`src/rtl/sc_sync_ctrl.sv`:
```
// rtl/sc_sync_ctrl.sv - Schmidl-Cox sync sequencer; optional stats counters under SC_SYNC_CTRL_STATS_EN
module sc_sync_ctrl #(
  parameter int BASE       = 0,
  parameter int CLR_CYCLES = 4
) (
  input  logic        clk,
  input  logic        aresetn,
  input  logic        set_stb,
  input  logic [7:0]  set_addr,
  input  logic [31:0] set_data,
  input  logic [15:0] trig_i_tdata,
  input  logic        trig_i_tvalid,
  output logic        trig_i_tready,
  output logic [15:0] trig_o_tdata,
  output logic        trig_o_tvalid,
  input  logic        trig_o_tready,
  input  logic        smp_stb,
  output logic        dp_clear,
  output logic        eof,
  output logic [15:0] cfo_phase,
  output logic [2:0]  state,
  output logic [31:0] rb_data
);

  typedef enum logic [2:0] {
    S_IDLE    = 3'd0,
    S_CLEAR   = 3'd1,
    S_SEARCH  = 3'd2,
    S_FRAME   = 3'd3,
    S_HOLDOFF = 3'd4
  } state_t;

  localparam logic [7:0]  A_CTRL  = 8'(BASE);
  localparam logic [7:0]  A_FLEN  = 8'(BASE + 1);
  localparam logic [7:0]  A_HOLD  = 8'(BASE + 2);
  localparam logic [7:0]  A_TMO   = 8'(BASE + 3);
  localparam logic [15:0] CLR_LAST = 16'(CLR_CYCLES - 1);

  state_t      st_q, st_d;
  logic [15:0] cnt_q, cnt_d;
  logic [15:0] cfo_q, cfo_d;
  logic        enable_q, soft_clr_q;
  logic [15:0] frame_len_q, holdoff_len_q, trig_timeout_q;
  logic        wr_ctrl, wr_flen, wr_hold, wr_tmo;
  logic [15:0] frame_last, cnt_inc;
  logic        override, eof_c, itr_c, otv_c;

  assign wr_ctrl = set_stb && (set_addr == A_CTRL);
  assign wr_flen = set_stb && (set_addr == A_FLEN);
  assign wr_hold = set_stb && (set_addr == A_HOLD);
  assign wr_tmo  = set_stb && (set_addr == A_TMO);

`ifdef SC_SYNC_CTRL_STATS_EN
  logic        rb_sel_q;
  logic [15:0] frames_done_q, trig_dropped_q;
  logic        unused_bits;
  assign unused_bits = ^set_data[31:16];
`else
  logic        unused_bits;
  assign unused_bits = ^{set_data[31:16], set_data[2]};
`endif

  // Settings registers; soft_clear is a one-cycle pulse acted on the cycle after the write
  always_ff @(posedge clk) begin
    if (!aresetn) begin
      enable_q       <= 1'b0;
      soft_clr_q     <= 1'b0;
      frame_len_q    <= 16'd80;
      holdoff_len_q  <= 16'd0;
      trig_timeout_q <= 16'd0;
`ifdef SC_SYNC_CTRL_STATS_EN
      rb_sel_q       <= 1'b0;
`endif
    end else begin
      soft_clr_q <= wr_ctrl && set_data[1];
      if (wr_ctrl) begin
        enable_q <= set_data[0];
`ifdef SC_SYNC_CTRL_STATS_EN
        rb_sel_q <= set_data[2];
`endif
      end
      if (wr_flen) frame_len_q    <= set_data[15:0];
      if (wr_hold) holdoff_len_q  <= set_data[15:0];
      if (wr_tmo)  trig_timeout_q <= set_data[15:0];
    end
  end

  // A zero frame length behaves as a one-sample frame
  assign frame_last = (frame_len_q == 16'd0) ? 16'd0 : frame_len_q - 16'd1;
  assign cnt_inc    = cnt_q + 16'd1;
  assign override   = !enable_q || (soft_clr_q && (st_q != S_IDLE));

  // Next-state, counter and stream-gating logic; disable beats soft clear beats events
  always_comb begin
    st_d  = st_q;
    cnt_d = cnt_q;
    cfo_d = cfo_q;
    eof_c = 1'b0;
    itr_c = 1'b0;
    otv_c = 1'b0;
    case (st_q)
      S_SEARCH: begin
        otv_c = trig_i_tvalid && !override;
        itr_c = trig_o_tready && !override;
      end
      S_FRAME, S_HOLDOFF: itr_c = 1'b1;
      default: ;
    endcase
    if (!enable_q) begin
      st_d  = S_IDLE;
      cnt_d = 16'd0;
    end else if (soft_clr_q && (st_q != S_IDLE)) begin
      st_d  = S_CLEAR;
      cnt_d = 16'd0;
    end else begin
      case (st_q)
        S_IDLE: begin
          st_d  = S_CLEAR;
          cnt_d = 16'd0;
        end
        S_CLEAR: begin
          if (cnt_q == CLR_LAST) begin
            st_d  = S_SEARCH;
            cnt_d = 16'd0;
          end else begin
            cnt_d = cnt_inc;
          end
        end
        S_SEARCH: begin
          if (trig_i_tvalid && trig_o_tready) begin
            cfo_d = trig_i_tdata;
            cnt_d = 16'd0;
            st_d  = S_FRAME;
          end else if (smp_stb) begin
            if ((trig_timeout_q != 16'd0) && (cnt_inc == trig_timeout_q)) begin
              st_d  = S_CLEAR;
              cnt_d = 16'd0;
            end else begin
              cnt_d = cnt_inc;
            end
          end
        end
        S_FRAME: begin
          if (smp_stb) begin
            if (cnt_q == frame_last) begin
              eof_c = 1'b1;
              cnt_d = 16'd0;
              st_d  = (holdoff_len_q == 16'd0) ? S_CLEAR : S_HOLDOFF;
            end else begin
              cnt_d = cnt_inc;
            end
          end
        end
        S_HOLDOFF: begin
          if (smp_stb) begin
            if (cnt_inc == holdoff_len_q) begin
              st_d  = S_CLEAR;
              cnt_d = 16'd0;
            end else begin
              cnt_d = cnt_inc;
            end
          end
        end
        default: begin
          st_d  = S_IDLE;
          cnt_d = 16'd0;
        end
      endcase
    end
  end

  // State, shared counter and CFO phase registers
  always_ff @(posedge clk) begin
    if (!aresetn) begin
      st_q  <= S_IDLE;
      cnt_q <= 16'd0;
      cfo_q <= 16'd0;
    end else begin
      st_q  <= st_d;
      cnt_q <= cnt_d;
      cfo_q <= cfo_d;
    end
  end

`ifdef SC_SYNC_CTRL_STATS_EN
  // Saturating frame and dropped-trigger counters
  always_ff @(posedge clk) begin
    if (!aresetn || soft_clr_q) begin
      frames_done_q  <= 16'd0;
      trig_dropped_q <= 16'd0;
    end else begin
      if (eof_c && (frames_done_q != 16'hffff)) frames_done_q <= frames_done_q + 16'd1;
      if (((st_q == S_FRAME) || (st_q == S_HOLDOFF)) && trig_i_tvalid && itr_c &&
          (trig_dropped_q != 16'hffff))
        trig_dropped_q <= trig_dropped_q + 16'd1;
    end
  end
  assign rb_data = rb_sel_q ? {frames_done_q, trig_dropped_q} : {13'b0, st_q, cnt_q};
`else
  assign rb_data = {13'b0, st_q, cnt_q};
`endif

  assign trig_o_tdata  = trig_i_tdata;
  assign trig_o_tvalid = otv_c;
  assign trig_i_tready = itr_c;
  assign eof           = eof_c;
  assign dp_clear      = (st_q == S_IDLE) || (st_q == S_CLEAR);
  assign cfo_phase     = cfo_q;
  assign state         = st_q;

endmodule

```
`config.mk`:
```
export PLATFORM = sky130hd
export DESIGN_NAME = sc_sync_ctrl
export DESIGN_NICKNAME = d
export VERILOG_FILES = /design/src/rtl/sc_sync_ctrl.sv
export SDC_FILE = /design/constraint.sdc
export NUM_CORES = 1
export LEC_CHECK = 0
export BUFFER_PORTS_ARGS = -buffer_cell sky130_fd_sc_hd__clkbuf_2
export CORE_MARGIN = 4
export CORE_UTILIZATION = 30
export CTS_CLUSTER_SIZE = 12
export DETAILED_ROUTE_END_ITERATION = 12
export PLACE_DENSITY = 0.54
export REMOVE_ABC_BUFFERS = 1
export SETUP_SLACK_MARGIN = 0.05
export SYNTH_ARGS = -nofsm -noshare
export SYNTH_HDL_FRONTEND = slang
export SYNTH_SLANG_ARGS = --single-unit
```
`constraint.sdc`:
```
create_clock -name clk -period 3.75 [get_ports clk]
set_input_delay 0.5625 -clock clk [delete_from_list [all_inputs] [get_ports clk]]
set_output_delay 0.5625 -clock clk [all_outputs]
set_load 0.05 [all_outputs]
```
==> flow_summary.html, run 1 <==
<table>
<tr><th>Metric</th><th>Value</th></tr>
<tr><th colspan="2">Outcome</th></tr>
<tr><td>Outcome</td><td>completed</td></tr>
<tr><th colspan="2">Global routing</th></tr>
<tr><td>Grt total ovfl</td><td>0</td></tr>
<tr><td>Antenna violations before repair</td><td>0</td></tr>
<tr><td>Wire length of the first global-routing pass</td><td>28400 um</td></tr>
<tr><td>Aggregate global-route resource usage</td><td>0.167</td></tr>
<tr><td>Largest net degree at the start of global routing</td><td>68</td></tr>
<tr><td>Vias in the first global route</td><td>5010</td></tr>
<tr><th colspan="2">Place</th></tr>
<tr><td>Routability Congestion</td><td>0.877</td></tr>
<tr><td>IO buf count</td><td>103</td></tr>
<tr><td>Post-placement cell area</td><td>approximately 6300 sq um</td></tr>
<tr><td>Total half-perimeter wirelength after legalization and detailed placement</td><td>13500 um</td></tr>
<tr><th colspan="2">Clocking</th></tr>
<tr><td>Number of sinks on the clock net</td><td>85</td></tr>
<tr><td>Max clock buf depth</td><td>2</td></tr>
<tr><td>TritonCTS clock tree</td><td>done</td></tr>
<tr><td>Root Buffer Master</td><td>clkbuf_16</td></tr>
<tr><td>Clock-pin slew on the worst setup and hold paths</td><td>0.07 ns</td></tr>
<tr><td>Worst-Skew Late Latency</td><td>0.35 ns</td></tr>
<tr><td>Htree depth</td><td>3</td></tr>
<tr><td>Number of hold buffers added after CTS</td><td>0</td></tr>
<tr><td>Total clock buffers created by CTS</td><td>9</td></tr>
<tr><th colspan="2">Setup path</th></tr>
<tr><td>Highest-delay cell along the critical path</td><td>or4_4</td></tr>
<tr><td>Crit path DAT</td><td>3.14 ns</td></tr>
<tr><td>Endpoint type of the worst setup path</td><td>primary output</td></tr>
<tr><td>Critical Setup Path Class</td><td>flop to primary output</td></tr>
<tr><td>Worst endpoint required time</td><td>about 3.2 ns</td></tr>
<tr><td>Maximum net fanout on the critical path</td><td>5</td></tr>
<tr><td>Worst flop-to-flop path startpoint</td><td>frame_len_q[0]</td></tr>
<tr><td>Cells along the critical path</td><td>buf_6, or4_4, o31a_1, o21ai_2, xnor2_1, a2111oi_2, o2111ai_1, nor4_2, clkbuf_8</td></tr>
<tr><td>R2R Setup Slk</td><td>0.47 ns</td></tr>
<tr><td>Startpoint class of the critical path</td><td>flop</td></tr>
<tr><td>Capture instance of the worst register-to-register path</td><td>state[2]</td></tr>
<tr><td>Number of cells on the worst reg-to-reg path</td><td>11</td></tr>
<tr><td>Highest cell delay on the worst timing path</td><td>0.55 ns</td></tr>
<tr><th colspan="2">Hold path</th></tr>
<tr><td>Worst min-delay path category</td><td>input port to flop</td></tr>
<tr><td>Worst Hold End</td><td>cfo_phase[5]</td></tr>
<tr><td>Worst hold path cell count</td><td>3</td></tr>
<tr><td>Worst min-delay path startpoint</td><td>trig_i_tdata[5]</td></tr>
<tr><th colspan="2">Floorplan</th></tr>
<tr><td>Die footprint</td><td>~21000 sq um</td></tr>
<tr><td>Effective utilization at floorplan</td><td>0.305</td></tr>
<tr><td>Total I/O pin count</td><td>between 100 and 150</td></tr>
<tr><td>Die height</td><td>146 um</td></tr>
<tr><td>Number of placement rows</td><td>50</td></tr>
<tr><td>Core region area</td><td>18600 sq um</td></tr>
<tr><td>Horizontal extent of the die</td><td>approximately 150 um</td></tr>
<tr><th colspan="2">STA</th></tr>
<tr><td>Fin crit period</td><td>around 3.7 ns</td></tr>
<tr><td>Final Hold Fails</td><td>0</td></tr>
<tr><td>Max Fclk</td><td>270 MHz</td></tr>
<tr><td>RSZ-0062 raised after global routing</td><td>true</td></tr>
<tr><td>Worst setup skew after layout</td><td>0.00838 ns</td></tr>
<tr><td>Slew Limit Headroom</td><td>0.586</td></tr>
<tr><td>Final Max Tran Viols</td><td>0</td></tr>
<tr><td>Tightest hold margin</td><td>0.482 ns</td></tr>
<tr><td>Tcrit/Tclk final</td><td>0.987</td></tr>
<tr><td>Tightest Pin Transition</td><td>0.619 ns</td></tr>
<tr><td>Final setup violation count</td><td>0</td></tr>
<tr><td>Final setup TNS</td><td>0 ns</td></tr>
<tr><th colspan="2">Synthesis</th></tr>
<tr><td>Average cell area after synthesis</td><td>between 7 and 8 sq um</td></tr>
<tr><td>Synth unique cells</td><td>63</td></tr>
<tr><td>Commonest register cell after synthesis</td><td>dfxtp_1</td></tr>
<tr><td>Post-synth EDFFs</td><td>0</td></tr>
<tr><td>Fraction of the yosys area taken by sequential cells</td><td>0.299</td></tr>
<tr><td>Warnings, synthesis</td><td>0</td></tr>
<tr><td>Post-synthesis instance total</td><td>739</td></tr>
<tr><td>Async set-or-reset flop fraction in the synthesized netlist</td><td>0</td></tr>
<tr><td>Mapped cell area</td><td>5690 sq um</td></tr>
<tr><td>#FFs+latches synth</td><td>85</td></tr>
<tr><th colspan="2">Final layout</th></tr>
<tr><td>Most common cell after layout, fill and taps aside</td><td>nand2_1</td></tr>
<tr><td>Area growth from synthesis to layout</td><td>17.8%</td></tr>
<tr><td># diodes</td><td>0</td></tr>
<tr><td>Share of post-route cells with drive strength above 1</td><td>0.218</td></tr>
<tr><td>Fin area</td><td>6700 sq um</td></tr>
<tr><td>Net count of the finished layout</td><td>880</td></tr>
<tr><td>Commonest cells after routing, fill and taps aside</td><td>nand2_1, clkbuf_2, dfxtp_1</td></tr>
<tr><th colspan="2">Pwr</th></tr>
<tr><td>Leakage power summed over all cells</td><td>2.41 nW</td></tr>
<tr><td>Total power per unit cell area</td><td>287 nW/um^2</td></tr>
<tr><td>Worst ir drop on vdd</td><td>between 150 and 200 uV</td></tr>
<tr><th colspan="2">Flow run</th></tr>
<tr><td>Number of maximum-capacitance constraint violations</td><td>0</td></tr>
<tr><th colspan="2">Route</th></tr>
<tr><td>Total wire length</td><td>17900 um</td></tr>
<tr><td>Vias</td><td>5423</td></tr>
<tr><td>Average wire length per cell after detail routing</td><td>between 15 and 20 um</td></tr>
<tr><td>DRT Pass-1 Iters</td><td>4</td></tr>
<tr><td>Number of remaining DRC errors</td><td>0</td></tr>
<tr><td>Per-cell via count in the routed design</td><td>about 5.1</td></tr>
<tr><td>Initial DRC count</td><td>454</td></tr>
<tr><td>Number of nets with antenna violations after detailed routing</td><td>0</td></tr>
</table>
==> cell type report <==
type / instances / area, sq um
Clock buffer: 10 / 239
Clock inverter: 6 / 53.8
Fill cell: 1999 / 11900
Inverter: 13 / 48.8
Multi-Input combinational cell: 568 / 3560
Sequential cell: 85 / 1700
Tap cell: 234 / 293
Timing Repair Buffer: 139 / 798
==> what timing repair did <==
| item | CTS | global route |
|---|---|---|
| setup endpoints to repair | 1 | 1 |
| buffers inserted | 0 | 3 |
| resized for setup | 4 | 10 |
| pin swaps | 2 | 8 |
==> synthesized netlist by cell type, drive strengths merged (20+ instances only) <==
library cell	number	area [sq um]
nand2	139	522
dfxtp	85	1700
a21boi	47	353
clkbuf	44	165
buf	41	304
xnor2	36	315
a21oi	33	165
nor4	30	213
nor2b	27	169
nor2	25	93.8
nand3	22	110
mux2i	20	200
==> state kept, by name, summed over array words and instances, names as in the netlist <==
register / cells
soft_clr_q: 1
trig_timeout_q: 16
cnt_q: 16
state: 3
holdoff_len_q: 16
enable_q: 1
cfo_phase: 16
frame_len_q: 16
==> layer usage <==
metal | vias to the layer above | part of all wire | track usage
met2 | 149 | 0.44 | 0.250
met1 | 2530 | 0.49 | 0.239
li1 | 2722 | - | -
met4 | 0 | 0.022 | 0.0518
met5 | - | 0 | 0
met3 | 22 | 0.050 | 0.0349
==> critical path: cells and delay by family, from the launching register on <==
kind	cells	cell delay [ns]
xor+xnor	1	0.10
flops	1	0.33
simple gates	2	0.94
buf+inv	2	0.37
compound gates	4	1.05
==> per-stage QoR <==
step | worst slack (ns) | power, mW | std cells | utilization
6_report | 0.0469 | 1.92 | 1055 | 0.359
3_3_place_gp | 0.270 | 1.06 | 1036 | 0.339
3_5_place_dp | 0.260 | 1.06 | 1036 | 0.339
5_1_grt | -0.0877 | 2.00 | 1055 | 0.359
4_1_cts | 0.0724 | 1.95 | 1052 | 0.356
2_1_floorplan | -0.450 | 0.967 | 666 | -
==> worst max path at each step <==
stage | start | endpoint | slack, ns
floorplan | frame_len_q[4] | eof | -0.45
global placement | frame_len_q[1] | eof | 0.27
detailed placement | frame_len_q[1] | eof | 0.26
CTS | frame_len_q[0] | eof | 0.07
global route | frame_len_q[1] | eof | -0.09
finish | frame_len_q[0] | eof | 0.05
==> logic make-up after synthesis <==
group | after synthesis | synth area share
and+or+nand+nor | 332 | 0.301
adders and majority gates | 2 | 0.00440
DFF | 85 | 0.299
buffers and inverters | 98 | 0.0911
muxes | 20 | 0.0352
other | 1 | 0.000660
xor gates and xnor gates | 51 | 0.0858
AOI/OAI and AO/OA | 150 | 0.182
==> where the power goes <==
group / switching [mW] / leakage (nW) / internal [mW] / total [mW]
clock: 0.405 / 0.147 / 0.480 / 0.886
combinational: 0.0973 / 1.58 / 0.0358 / 0.133
sequential: 0.00105 / 0.685 / 0.903 / 0.904
total: 0.504 / 2.41 / 1.42 / 1.92
Note: power is estimated with default switching activity, not from simulation.
==> run 2, diff against run 1 <==
--- a/config.mk
+++ b/config.mk
@@ -7,10 +7,12 @@
 export LEC_CHECK = 0
 export BUFFER_PORTS_ARGS = -buffer_cell sky130_fd_sc_hd__clkbuf_2
 export CORE_MARGIN = 4
-export CORE_UTILIZATION = 30
+export CORE_UTILIZATION = 55
 export CTS_CLUSTER_SIZE = 12
 export DETAILED_ROUTE_END_ITERATION = 12
-export PLACE_DENSITY = 0.54
+export GPL_ROUTABILITY_DRIVEN = 0
+export PLACE_DENSITY = 0.85
+export RECOVER_POWER = 25
 export REMOVE_ABC_BUFFERS = 1
 export SETUP_SLACK_MARGIN = 0.05
 export SYNTH_ARGS = -nofsm -noshare
==> flow_summary.html, run 2 (synthesis gave the netlist of run 1 again) <==
<table>
<tr><th>Metric</th><th>Value</th></tr>
<tr><th colspan="2">Route</th></tr>
<tr><td>Initial DRC count</td><td>731 (+61%)</td></tr>
<tr><td>DRT Pass-1 Iters</td><td>6 (+2)</td></tr>
<tr><td>Average wire length per cell after detail routing</td><td>19.0 um (+12%)</td></tr>
<tr><td>Vias</td><td>5952 (+9.8%)</td></tr>
<tr><td>Number of nets with antenna violations after detailed routing</td><td>0 (unchanged)</td></tr>
<tr><td>Total wire length</td><td>18000 um (+0.30%)</td></tr>
<tr><td>Number of remaining DRC errors</td><td>0 (unchanged)</td></tr>
<tr><td>Per-cell via count in the routed design</td><td>6.29 (+22%)</td></tr>
<tr><th colspan="2">Setup path</th></tr>
<tr><td>Highest cell delay on the worst timing path</td><td>0.41 ns (-0.14 ns)</td></tr>
<tr><td>Critical Setup Path Class</td><td>flop to primary output</td></tr>
<tr><td>Top delay family on crit path</td><td>simple AND/OR/NAND/NOR gates</td></tr>
<tr><td>Crit path DAT</td><td>3.17 ns (+0.03 ns)</td></tr>
<tr><td>Worst endpoint required time</td><td>3.19 ns (about the same)</td></tr>
<tr><td>Highest-delay cell along the critical path</td><td>or3b_4</td></tr>
<tr><td>Endpoint type of the worst setup path</td><td>primary output</td></tr>
<tr><td>Maximum net fanout on the critical path</td><td>6 (+1)</td></tr>
<tr><td>Cells along the critical path</td><td>inv_4, ha_4, or3b_4, buf_4, nor4_1, a21oi_2, xnor2_1, nor4_2, o2111ai_1, nor4_2, clkbuf_8</td></tr>
<tr><td>R2R Setup Slk</td><td>0.23 ns (-0.24 ns)</td></tr>
<tr><td>Count of buffering cells on the critical path with inverters included</td><td>3 (+1)</td></tr>
<tr><td>Most used cell, CP</td><td>nor4_2</td></tr>
<tr><td>Startpoint class of the critical path</td><td>flop</td></tr>
<tr><th colspan="2">Final layout</th></tr>
<tr><td>Share of post-route cells with drive strength above 1</td><td>0.173 (-0.0448)</td></tr>
<tr><td>Area growth from synthesis to layout</td><td>13.1%</td></tr>
<tr><td>Net count of the finished layout</td><td>873 (-0.80%)</td></tr>
<tr><td>Most common cell after layout, fill and taps aside</td><td>nand2_1</td></tr>
<tr><td>Fin area</td><td>6430 sq um (-4.0%)</td></tr>
<tr><td>Filler Cells Inserted</td><td>840 (-58%)</td></tr>
<tr><td># diodes</td><td>0 (unchanged)</td></tr>
<tr><td>Commonest cells after routing, fill and taps aside</td><td>nand2_1, dfxtp_1, clkbuf_2</td></tr>
<tr><td>Post-Route Utilization</td><td>0.649 (+0.289)</td></tr>
<tr><th colspan="2">Global routing</th></tr>
<tr><td>Global routing met2 resource utilization</td><td>0.462 (+0.212)</td></tr>
<tr><td>Aggregate global-route resource usage</td><td>0.283 (+0.116)</td></tr>
<tr><td>Gr busiest metal</td><td>met2</td></tr>
<tr><td>GRT met1 Usage</td><td>0.352 (+0.113)</td></tr>
<tr><td>Antenna violations before repair</td><td>0 (unchanged)</td></tr>
<tr><td>Vias in the first global route</td><td>5461 (+9.0%)</td></tr>
<tr><td>Met3 Resource Use GR</td><td>0.0628 (+0.0280)</td></tr>
<tr><td>Largest net degree at the start of global routing</td><td>69 (+1.5%)</td></tr>
<tr><td>Wire length of the first global-routing pass</td><td>26700 um (-5.9%)</td></tr>
<tr><td>Grt total ovfl</td><td>0 (unchanged)</td></tr>
<tr><th colspan="2">STA</th></tr>
<tr><td>Final Max Tran Viols</td><td>0 (unchanged)</td></tr>
<tr><td>Tightest hold margin</td><td>0.462 ns (-0.0193 ns)</td></tr>
<tr><td>RSZ-0062 raised after global routing</td><td>true</td></tr>
<tr><td>Final Hold Fails</td><td>0 (unchanged)</td></tr>
<tr><td>Max Fclk</td><td>268 MHz (-0.72%)</td></tr>
<tr><td>Worst setup skew after layout</td><td>0.0110 ns (+0.00260 ns)</td></tr>
<tr><td>Slew Limit Headroom</td><td>0.354 (-0.233)</td></tr>
<tr><td>Tightest Pin Transition</td><td>0.968 ns (+0.349 ns)</td></tr>
<tr><td>Fin crit period</td><td>3.73 ns (+0.0267 ns)</td></tr>
<tr><td>Final setup violation count</td><td>0 (unchanged)</td></tr>
<tr><td>Tcrit/Tclk final</td><td>0.995 (+0.00713)</td></tr>
<tr><td>Final worst setup slack</td><td>0.0202 ns (-0.0267 ns)</td></tr>
<tr><th colspan="2">Clocking</th></tr>
<tr><td>Root Buffer Master</td><td>clkbuf_8</td></tr>
<tr><td>Worst-Skew Late Latency</td><td>0.37 ns (+0.02 ns)</td></tr>
<tr><td>Total clock buffers created by CTS</td><td>9 (unchanged)</td></tr>
<tr><td>Number of sinks on the clock net</td><td>85 (unchanged)</td></tr>
<tr><td>TritonCTS clock tree</td><td>done</td></tr>
<tr><td>Htree depth</td><td>3 (unchanged)</td></tr>
<tr><td>Clock-pin slew on the worst setup and hold paths</td><td>0.09 ns (+0.02 ns)</td></tr>
<tr><td>Number of hold buffers added after CTS</td><td>0 (unchanged)</td></tr>
<tr><td>Max clock buf depth</td><td>2 (unchanged)</td></tr>
<tr><th colspan="2">Outcome</th></tr>
<tr><td>Outcome</td><td>completed</td></tr>
<tr><th colspan="2">Hold path</th></tr>
<tr><td>Worst min-delay path category</td><td>input port to flop</td></tr>
<tr><th colspan="2">Place</th></tr>
<tr><td>Post-Place Setup Slack</td><td>0.243 ns (-0.0163 ns)</td></tr>
<tr><td>Post-placement cell area</td><td>6120 sq um (-3.2%)</td></tr>
<tr><td>Total half-perimeter wirelength after legalization and detailed placement</td><td>12500 um (-7.6%)</td></tr>
<tr><td>IO buf count</td><td>103 (unchanged)</td></tr>
<tr><th colspan="2">Pwr</th></tr>
<tr><td>Total power per unit cell area</td><td>262 nW/um^2 (-8.8%)</td></tr>
<tr><td>Leakage power summed over all cells</td><td>2.23 nW (-7.6%)</td></tr>
<tr><td>Final Total Pwr</td><td>1.68 mW (-12%)</td></tr>
<tr><td>Worst ir drop on vdd</td><td>189 uV (-4.4%)</td></tr>
<tr><th colspan="2">Floorplan</th></tr>
<tr><td>Horizontal extent of the die</td><td>110 um (-25%)</td></tr>
<tr><td>Total I/O pin count</td><td>133 (unchanged)</td></tr>
<tr><td>Number of placement rows</td><td>36 (-28%)</td></tr>
<tr><td>Die height</td><td>110 um (-25%)</td></tr>
<tr><td>Die footprint</td><td>12000 sq um (-43%)</td></tr>
<tr><td>Effective utilization at floorplan</td><td>0.574 (+0.269)</td></tr>
<tr><td>Core region area</td><td>9910 sq um (-47%)</td></tr>
<tr><th colspan="2">Flow run</th></tr>
<tr><td>Number of maximum-capacitance constraint violations</td><td>0 (unchanged)</td></tr>
</table>
run 2: changes by cell type in the layout (fill, tap and decap cells not counted), sizes merged:
cell	change
buf	-8
clkbuf	-1
clkinv	-1
clkinvlp	+1
inv	+1
or4	+1
run 2: layout make-up:
| cell class | instances | area [sq um] | area share |
|---|---|---|---|
| flip-flops and latches | 85 | 1710 | 0.266 |
| well taps | 133 | 166 | 0.0259 |
| clock inverters | 7 | 72.6 | 0.0113 |
| multi-input cells | 569 | 3620 | 0.563 |
| clock buffers | 9 | 124 | 0.0193 |
| inverters | 13 | 51.3 | 0.00798 |
| repair buffers | 131 | 691 | 0.107 |
run 2: per-stage QoR:
| step | std cells | setup TNS, ns |
|---|---|---|
| floorplan | 666 | -0.450 |
| global placement | 925 | 0 |
| detailed placement | 925 | 0 |
| CTS | 941 | 0 |
| global route | 947 | -0.162 |
| finish | 947 | 0 |
run 2: layer usage:
metal | part of all wire | routed length, um
met5 | 0 | 0
met3 | 0.11 | 1990
met4 | 0.053 | 945
met1 | 0.37 | 6620
met2 | 0.47 | 8400
run 2: where the power goes:
group | total (mW) | switching, mW | leakage [nW] | internal, mW
registers | 0.903 | 0.00121 | 0.686 | 0.902
logic | 0.131 | 0.0977 | 1.45 | 0.0335
clock network | 0.649 | 0.388 | 0.0970 | 0.261
run 2: worst reg2reg max path: cells and delay by family, from the launching register on:
family                     cells  cell delay, ns
and+or+nand+nor                4            1.89
xor gates and xnor gates       1            0.20
DFF                            1            0.54
AOI/OAI and AO/OA              3            0.58
adders and majority gates      1            0.24
run 2: worst paths after layout:
| kind | start | cells after the start | endpoint |
|---|---|---|---|
| hold / removal | set_data[4] | 3 | frame_len_q[4] |
| hold reg to reg | holdoff_len_q[8] | 2 | holdoff_len_q[8] |
| setup reg to reg | cnt_q[1] | 9 | state[2] |
| setup / recovery | frame_len_q[1] | 11 | eof |
run 2: repair_timing:
item	in CTS	in global routing
cloned	0	1
hold endpoints to repair	0	0
endpoints found under the setup margin	1	1
resized for setup	6	18
pin swaps	3	9
setup buffers	0	5
